===== src/rtl/serial_add_pkg.sv =====
// Shared types and helpers for the serial-adder scheduler.
package serial_add_pkg;

    // Sequencer states
    typedef enum logic [1:0] {
        ST_IDLE = 2'd0,
        ST_ADD  = 2'd1,
        ST_DONE = 2'd2
    } state_t;

    // Default geometry; instances derive their own widths from their parameters
    localparam int unsigned N_DEF    = 4;
    localparam int unsigned NREQ_DEF = 4;
    localparam int unsigned ID_W     = $clog2(NREQ_DEF);
    localparam int unsigned CNT_W    = $clog2(N_DEF);

    // Index of the lowest set bit of a one-hot vector (0 when empty)
    function automatic int unsigned onehot_to_idx(input logic [31:0] oh);
        int unsigned idx;
        idx = 0;
        for (int unsigned i = 0; i < 32; i++) begin
            if (oh[i] && idx == 0) begin
                idx = i;
            end
        end
        return idx;
    endfunction

endpackage


===== src/rtl/serial_add_sched_rr_arbiter.sv =====
// Combinational round-robin arbiter: searches upward from last_id+1 with wrap.
module rr_arbiter
    import serial_add_pkg::*;
#(
    parameter  int unsigned NREQ  = 4,
    localparam int unsigned SEL_W = $clog2(NREQ)
) (
    input  logic [NREQ-1:0]  req,
    input  logic [SEL_W-1:0] last_id,
    output logic [NREQ-1:0]  grant,
    output logic [SEL_W-1:0] grant_id
);

    // First requester at or after last_id+1 (mod NREQ) wins
    always_comb begin
        logic        found;
        int unsigned idx;
        grant = '0;
        found = 1'b0;
        idx   = 0;
        for (int unsigned k = 1; k <= NREQ; k++) begin
            idx = (32'(last_id) + k) % NREQ;
            if (!found && req[idx]) begin
                grant[idx] = 1'b1;
                found      = 1'b1;
            end
        end
    end

    assign grant_id = SEL_W'(onehot_to_idx(32'(grant)));

endmodule


===== src/rtl/serial_add_sched.sv =====
// Round-robin sequencer sharing one bit-serial adder among NREQ requesters.
module serial_add_sched
    import serial_add_pkg::*;
#(
    parameter  int unsigned N      = 4,
    parameter  int unsigned NREQ   = 4,
    localparam int unsigned SEL_W  = $clog2(NREQ),
    localparam int unsigned STEP_W = $clog2(N)
) (
    input  logic                clk,
    input  logic                rst,
    input  logic [NREQ-1:0]     req,
    input  logic [NREQ*N-1:0]   a_in,
    input  logic [NREQ*N-1:0]   b_in,
    output logic [NREQ-1:0]     gnt,
    output logic [SEL_W-1:0]    gnt_id,
    output logic                busy,
    output logic [NREQ-1:0]     ack,
    output logic                done,
    output logic [N-1:0]        sum,
    output logic                cout
);

    state_t              state;
    logic [N-1:0]        a_sr;
    logic [N-1:0]        b_sr;
    logic [N-1:0]        res_sr;
    logic                carry;
    logic [STEP_W-1:0]   cnt;
    logic [SEL_W-1:0]    last_id;

    logic [NREQ-1:0]     win_gnt;
    logic [SEL_W-1:0]    win_id;
    logic [N-1:0]        win_a;
    logic [N-1:0]        win_b;
    logic                s_bit;
    logic                c_next;
    logic [N-1:0]        res_next;

    rr_arbiter #(.NREQ(NREQ)) u_arb (
        .req      (req),
        .last_id  (last_id),
        .grant    (win_gnt),
        .grant_id (win_id)
    );

    // Operand mux for the arbitration winner
    always_comb begin
        win_a = '0;
        win_b = '0;
        for (int unsigned i = 0; i < NREQ; i++) begin
            if (win_gnt[i]) begin
                win_a = a_in[i*N +: N];
                win_b = b_in[i*N +: N];
            end
        end
    end

    // One full-adder step on the current LSBs
    assign s_bit    = a_sr[0] ^ b_sr[0] ^ carry;
    assign c_next   = (a_sr[0] & b_sr[0]) | (a_sr[0] & carry) | (b_sr[0] & carry);
    assign res_next = {s_bit, res_sr[N-1:1]};

    // Sequencer, datapath and registered outputs
    always_ff @(posedge clk or posedge rst) begin
        if (rst) begin
            state   <= ST_IDLE;
            a_sr    <= '0;
            b_sr    <= '0;
            res_sr  <= '0;
            carry   <= 1'b0;
            cnt     <= '0;
            last_id <= SEL_W'(NREQ - 1);
            gnt     <= '0;
            gnt_id  <= '0;
            busy    <= 1'b0;
            sum     <= '0;
            cout    <= 1'b0;
        end else begin
            case (state)
                ST_IDLE: begin
                    if (|req) begin
                        a_sr    <= win_a;
                        b_sr    <= win_b;
                        carry   <= 1'b0;
                        cnt     <= '0;
                        gnt     <= win_gnt;
                        gnt_id  <= win_id;
                        last_id <= win_id;
                        busy    <= 1'b1;
                        state   <= ST_ADD;
                    end
                end
                ST_ADD: begin
                    a_sr   <= {1'b0, a_sr[N-1:1]};
                    b_sr   <= {1'b0, b_sr[N-1:1]};
                    res_sr <= res_next;
                    carry  <= c_next;
                    cnt    <= STEP_W'(cnt + 1'b1);
                    if (cnt == STEP_W'(N - 1)) begin
                        // Publish on entry so sum/cout are already valid in the ack cycle
                        sum   <= res_next;
                        cout  <= c_next;
                        state <= ST_DONE;
                    end
                end
                ST_DONE: begin
                    gnt   <= '0;
                    busy  <= 1'b0;
                    state <= ST_IDLE;
                end
                default: begin
                    state <= ST_IDLE;
                end
            endcase
        end
    end

    // Acknowledge strobes decoded from the state register
    assign done = (state == ST_DONE);
    assign ack  = gnt & {NREQ{done}};

endmodule


===== config.mk =====
export PLATFORM = sky130hd
export DESIGN_NAME = serial_add_sched
export DESIGN_NICKNAME = d
export VERILOG_FILES = /design/src/rtl/serial_add_pkg.sv /design/src/rtl/serial_add_sched_rr_arbiter.sv /design/src/rtl/serial_add_sched.sv
export SDC_FILE = /design/constraint.sdc
export NUM_CORES = 1
export LEC_CHECK = 0
export CORE_MARGIN = 2
export CORE_UTILIZATION = 41
export CTS_BUF_LIST = sky130_fd_sc_hd__clkbuf_8
export DETAILED_ROUTE_END_ITERATION = 16
export PLACE_DENSITY = 0.69
export RECOVER_POWER = 25
export REMOVE_ABC_BUFFERS = 1
export SLEW_MARGIN = 10
export SYNTH_ARGS = -nofsm -noshare
export SYNTH_HDL_FRONTEND = slang
export SYNTH_SLANG_ARGS = --single-unit

===== constraint.sdc =====
create_clock -name clk -period 5.41 [get_ports clk]
set_clock_uncertainty 0.1 [all_clocks]
set_input_delay 1.082 -clock clk [delete_from_list [all_inputs] [get_ports clk]]
set_output_delay 1.082 -clock clk [all_outputs]
set_load 0.01 [all_outputs]

# [Word level (Yosys, flattened, before mapping)]
# Index checks and enable logic that the tools add are counted.
[classes] addsub=5 mul=0 div=0 magnitude_cmp=8 n_eq_ne=5 n_shift=0 muxes=49 bitwise=11 n_reduce_logical=23
[op_table] operator="zero test 32 bit" n=2
[op_table] operator="2-to-1 mux 4 bit" n=15
[op_table] operator="one-hot mux 4 bit (2 select lines)" n=3
[op_table] operator="2-to-1 mux 1 bit" n=14
[op_table] operator="less-than comparator 2 x 3 -> 1 bit (second input constant)" n=4
[op_table] operator="OR 4 bit" n=3
[op_table] operator="2-to-1 mux 2 bit" n=5
[op_table] operator="AND reduction 2 bit" n=5
[op_table] operator="logical AND 1 bit" n=9
[op_table] operator="binary-select mux 1 bit (select 2 bit)" n=4
[op_table] operator="demux 1 bit (select 2 bit)" n=4
[op_table] operator=">= comparator 2 x 1 -> 1 bit (second input constant)" n=4
[op_table] operator="one-hot mux 2 bit (2 select lines)" n=2
[op_table] operator="adder 2 x 1 -> 2 bit (second input constant)" n=3
[op_table] operator="adder 2 bit (second input constant)" n=2
[op_table] operator="bitwise AND 4 bit" n=1
[op_table] operator="== test 2 bit (second input constant)" n=2
[op_table] operator="!= test 2 bit (second input constant)" n=2
[op_table] operator="one-hot mux 1 bit (2 select lines)" n=2
[op_table] operator="nonzero test 2 bit" n=2
[op_table] operator="OR reduction 4 bit" n=1
[op_table] operator="bitwise AND 1 bit" n=3
[op_table] operator="zero test 1 bit" n=3
[op_table] operator="== test 2 x 1 -> 1 bit (second input constant)" n=1
[op_table] operator="other kinds (3)" n=5
[totals] regBits=31 latchBits=0 ram_bits=0 mem_bits_ro=0 input_bits=38 output_inout_bits=17 mem_count=0

# [Depth between registers and ports, before layout]
[logic_depth] ltp_word=20 mapped_depth=10

# [Cells and area by module]
# From an unflattened synthesis, not the netlist that was laid out.
[hier_totals] hier_cells=179 area_unflattened_um2=1796.7
[by_module_without_submodules] module="serial_add_sched" n_inst=1 cells_per_inst=142 area_each_um2=1435.1 seq_area_each_um2=753.2
[by_module_without_submodules] module="rr_arbiter" n_inst=1 cells_per_inst=37 area_each_um2=361.6 seq_area_each_um2=0.0

# [Worst setup path after synthesis]
# OpenSTA, ideal clock, no wires.
[synth_timing] kind="input to register" startpoint="input port req[2]" endpoint="register b_sr[3]" setup_time_ns=0.130 arrival_ns=2.843 required_ns=5.180 slack_ns=2.337 cell_stages=8 n_path_buf=2 path_cell_list="buf_6 -> mux4_2 -> nor3b_4 -> a22oi_4 -> and2_1 -> buf_6 -> a311oi_1 -> o31ai_1"
[synth_between] elab_chain_cells=18
[synth_lines] item="start, declared" line_no="serial_add_sched.sv:12" rtl="input logic [NREQ-1:0] req,"
[synth_lines] item="binary-select mux 1 bit (select 2 bit)" line_no="serial_add_sched_rr_arbiter.sv:23" rtl="if (!found && req[idx]) begin"
[synth_lines] item="2-to-1 mux 1 bit (not written as such)" line_no="serial_add_sched_rr_arbiter.sv:23"
[synth_lines] item="2-to-1 mux 1 bit" line_no="serial_add_sched_rr_arbiter.sv:23"
[synth_lines] item="zero test 1 bit" line_no="serial_add_sched_rr_arbiter.sv:23"
[synth_lines] item="logical AND 1 bit" line_no="serial_add_sched_rr_arbiter.sv:23"
[synth_lines] item="2-to-1 mux 1 bit" line_no="serial_add_sched_rr_arbiter.sv:23"
[synth_lines] item="zero test 1 bit" line_no="serial_add_sched_rr_arbiter.sv:23"
[synth_lines] item="logical AND 1 bit" line_no="serial_add_sched_rr_arbiter.sv:23"
[synth_lines] item="2-to-1 mux 1 bit" line_no="serial_add_sched_rr_arbiter.sv:23"
[synth_lines] item="zero test 1 bit" line_no="serial_add_sched_rr_arbiter.sv:23"
[synth_lines] item="logical AND 1 bit" line_no="serial_add_sched_rr_arbiter.sv:23"
[synth_lines] item="2-to-1 mux 4 bit" line_no="serial_add_sched_rr_arbiter.sv:23"
[synth_lines] item="2-to-1 mux 4 bit (4 in series)" line_no="serial_add_sched.sv:52" rtl="if (win_gnt[i]) begin"
[synth_lines] item="2-to-1 mux 4 bit" line_no="serial_add_sched.sv:82" rtl="if (|req) begin"
[synth_lines] item="one-hot mux 4 bit (2 select lines)" line_no="serial_add_sched.sv:80" rtl="case (state)"
[synth_lines] item="end signal, assigned" line_no="serial_add_sched.sv:84" rtl="b_sr <= win_b;"
[synth_lines] item="end signal, assigned" line_no="serial_add_sched.sv:96" rtl="b_sr <= {1'b0, b_sr[N-1:1]};"
[synth_lines] item="end, declared" line_no="serial_add_sched.sv:26" rtl="logic [N-1:0] b_sr;"
# Parallel ways exist; a longest one is shown, timed or not. The select of a mux whose other input is x is not followed.
# A chain may end at the register's enable or synchronous reset.

# [Worst setup path in the final report]
[layout_timing] startpoint="input port req[3]" endpoint="register a_sr[3]"
[layout_between] elab_chain_cells=18
[layout_lines] item="binary-select mux 1 bit (select 2 bit)" line_no="serial_add_sched_rr_arbiter.sv:23"
[layout_lines] item="2-to-1 mux 1 bit (not written as such)" line_no="serial_add_sched_rr_arbiter.sv:23"
[layout_lines] item="2-to-1 mux 1 bit" line_no="serial_add_sched_rr_arbiter.sv:23"
[layout_lines] item="zero test 1 bit" line_no="serial_add_sched_rr_arbiter.sv:23"
[layout_lines] item="logical AND 1 bit" line_no="serial_add_sched_rr_arbiter.sv:23"
[layout_lines] item="2-to-1 mux 1 bit" line_no="serial_add_sched_rr_arbiter.sv:23"
[layout_lines] item="zero test 1 bit" line_no="serial_add_sched_rr_arbiter.sv:23"
[layout_lines] item="logical AND 1 bit" line_no="serial_add_sched_rr_arbiter.sv:23"
[layout_lines] item="2-to-1 mux 1 bit" line_no="serial_add_sched_rr_arbiter.sv:23"
[layout_lines] item="zero test 1 bit" line_no="serial_add_sched_rr_arbiter.sv:23"
[layout_lines] item="logical AND 1 bit" line_no="serial_add_sched_rr_arbiter.sv:23"
[layout_lines] item="2-to-1 mux 4 bit" line_no="serial_add_sched_rr_arbiter.sv:23"
[layout_lines] item="2-to-1 mux 4 bit (4 in series)" line_no="serial_add_sched.sv:52"
[layout_lines] item="2-to-1 mux 4 bit" line_no="serial_add_sched.sv:82"
[layout_lines] item="one-hot mux 4 bit (2 select lines)" line_no="serial_add_sched.sv:80"
[layout_lines] item="end signal, assigned" line_no="serial_add_sched.sv:83" rtl="a_sr <= win_a;"
[layout_lines] item="end signal, assigned" line_no="serial_add_sched.sv:95" rtl="a_sr <= {1'b0, a_sr[N-1:1]};"
[layout_lines] item="end, declared" line_no="serial_add_sched.sv:25" rtl="logic [N-1:0] a_sr;"
# Parallel ways exist; a longest one is shown, timed or not. The select of a mux whose other input is x is not followed.

==> run_results.csv <==
group,metric,value,unit
status,status,"finished, violations left",
status,violations,"max-capacitance violations, max-slew violations",
floorplan,num_io_pins,55,
power,vdd_drop_max,0.211,mV
sta,finalSetupTns,0,ns
synth,synth-edff-count,0,
detailed_routing,dr.first_iter.drc_count,137,
finish,finish.utilization,54.2,%
critical_path,crit_type,"in -> reg",
synth,synth_area,0.00209,mm²
placement,dpl.cell_count,328,
synth,ys_seq_area_share,36.0,%
detailed_routing,route.detailed.drc,0,
global_routing,antenna_found_initial,0,
synth,synth.distinct_cells,49,
cts,path_clk_slew,0.06,ns
placement,placed_area,0.00264,mm²
cts,postCtsSetupBuffers,0,
floorplan,die_area,0.00570,mm²
finish,final_cells,336,
sta,max_slew_margin,-8.69,%
finish,areaGrowthSynthToFinish,29.7,%
global_routing,grt_pass1_vias,1631,
finish,fin_area,0.00272,mm²
placement,place.gp.congestion,0.790,
synth,postSynthAreaPerCell,9.65,µm²
sta,min_period,3.55,ns
sta,setup_ws,1.86,ns
power,leakage,1.15,nW
detailed_routing,drt.antenna.violating_nets,0,
critical_path,critPathArrivalTime,3.64,ns
placement,dp_hpwl,3.71,mm
synth,ys_ff_latch,30,
finish,layout.nets,313,
sta,slew_viol_final,31,
detailed_routing,wire_per_inst,14.6,µm
critical_path,critPathLaunchType,"input pin",
cts,cts_tree,"yes",
cts,clk_latency,0.28,ns
cts,cts_root_buffer,"clkbuf_8",
critical_path,critPathCaptureType,"register",
cts,clock-sinks,30,
placement,portBuffers,54,
detailed_routing,routed_wl,4.91,mm
floorplan,initial_core_util,41.8,%
synth,ys.flop_type,"dfrtp_1",
detailed_routing,drt-vias-per-instance,5.34,
global_routing,grt.total_usage,18.2,%
cts,htreeDepth,2,
global_routing,grt_max_degree,31,
sta,hold_viol,0,
floorplan,coreArea,0.00501,mm²
critical_path,crit_fanout,10,
floorplan,die_y,75.5,µm
floorplan,row_count,26,
detailed_routing,drtPass1Iterations,4,
global_routing,grt_pass1_wl,7.76,mm
sta,finalCritPeriodShare,65.7,%
critical_path,critical_path_required,5.50,ns
sta,worst_pin_slew,1.63,ns
placement,place_ws,1.60,ns
cts,cts-resized-gates,0,
synth,synth_warnings,0,
worst_hold_path,min_path_type,"reg -> reg",
detailed_routing,vias,1795,
sta,finalSetupViolCount,0,
cts,numCtsBuffers,5,
sta,rsz0062_at_grt,"false",
synth,synthCells,217,
sta,fmax,0.281,GHz
critical_path,reg2reg_slack,2.09,ns
cts,clockBufferDepth,2,
job,drv_cap,1,
floorplan,die-width,75.5,µm
synth,synth-async-reset-ratio,100,%
finish,diodes,0,
finish,final_layout_size_suffix_gt1_share,8.65,%
global_routing,grt-ovfl-total,0,
cts,hold_buffers,0,
power,powerDensity,562,mW/mm²
[stage by stage]
| stage | hold slack, ns | power [mW] |
|---|---|---|
| after floorplan | 0.342 | 1.08 |
| after global placement | 0.357 | 1.35 |
| after detailed placement | 0.369 | 1.37 |
| after CTS | 0.383 | 1.54 |
| after global routing | 0.402 | 1.66 |
| final | 0.377 | 1.53 |
[worst paths after layout]
check                      cells past startpoint              startpoint               endpoint
max in group asynchronous                      3                     rst    b_sr[1]$_DFFE_PP0P_
min                                            1   gnt_id[1]$_DFFE_PP0P_  gnt_id[1]$_DFFE_PP0P_
min in group asynchronous                      3                     rst  res_sr[2]$_DFFE_PP0P_
max reg2reg                                    8  last_id[0]$_DFFE_PP1P_    a_sr[3]$_DFFE_PP0P_
max                                            7                  req[3]    a_sr[3]$_DFFE_PP0P_
min reg2reg                                    1   gnt_id[1]$_DFFE_PP0P_  gnt_id[1]$_DFFE_PP0P_
[layout make-up]
class	instances	area, µm²
well taps	70	87.6
flip-flops and latches	30	753
clock inverters	3	11.3
inverters	10	37.5
multi-input cells	163	1210
repair buffers	55	544
fillers	468	2290
clock buffers	5	68.8
[layer usage]
metal	global-route usage, %	up-vias	routed length, µm
met5	0	-	0
met4	7.21	0	80
met3	4.63	7	212
met2	27.2	43	2260
met1	25.3	845	2360
li1	-	900	-
[cell usage in the layout (no fill, tap or decap), types with 4 or more instances in the layout]
cell             instances
inv_1                   13
a311oi_1                 8
o21ai_0                  8
mux2_2                   7
nand3_1                  4
a21oi_1                  7
o22ai_1                  9
o31ai_1                  8
ha_1                     9
clkbuf_8                 5
and2_1                   7
a21boi_0                 8
dfrtp_1                 28
nand2_1                 36
clkdlybuf4s50_1         53
a22oi_1                  6
[worst max-delay path, cell delays in order]
cell and delay [ns]:
clkdlybuf4s50_1 0.55, mux4_2 0.62, a221o_1 0.33, a22oi_4 0.25, and2_1 0.39, a311oi_1 0.18
o31ai_1 0.24
[cells by family after synthesis]
logic type | after synthesis | share of synthesized area (%)
DFF | 30 | 36.0
adders and majority gates | 10 | 6.33
AOI/OAI and AO/OA | 74 | 27.7
and+or+nand+nor | 67 | 16.0
buffers and inverters | 24 | 6.03
muxes | 12 | 7.95
[cells in the mapped netlist (all sizes together), types with 3 or more instances]
cell type | count | area, µm²
a21boi | 9 | 67.6
a21o | 3 | 22.5
a21oi | 7 | 35.0
a221o | 3 | 30.0
a22oi | 7 | 66.3
a311oi | 8 | 70.1
and2 | 7 | 43.8
buf | 8 | 66.3
clkbuf | 6 | 22.5
dfrtp | 28 | 701
ha | 9 | 113
inv | 10 | 37.5
mux2 | 7 | 78.8
mux4 | 3 | 67.6
nand2 | 36 | 135
nand2b | 3 | 18.8
nand3 | 4 | 20.0
nor2 | 3 | 11.3
nor3 | 3 | 15.0
o21ai | 9 | 45.0
o22ai | 9 | 56.3
o31ai | 8 | 60.1
[flip-flops by register name, summed over array words and instances, names as in the netlist]
name,flops
last_id,2
carry,1
busy,1
a_sr,4
b_sr,4
gnt_id,2
sum,4
cout,1
cnt,2
res_sr,3
state,2
gnt,4
[where the power goes]
| group | internal (mW) | leakage [nW] | switching, mW |
|---|---|---|---|
| clock | 0.0854 | 0.0519 | 0.0796 |
| sequential | 0.334 | 0.370 | 0.0885 |
| combinational | 0.426 | 0.725 | 0.516 |
No activity file was read; power rests on OpenSTA's default activity.
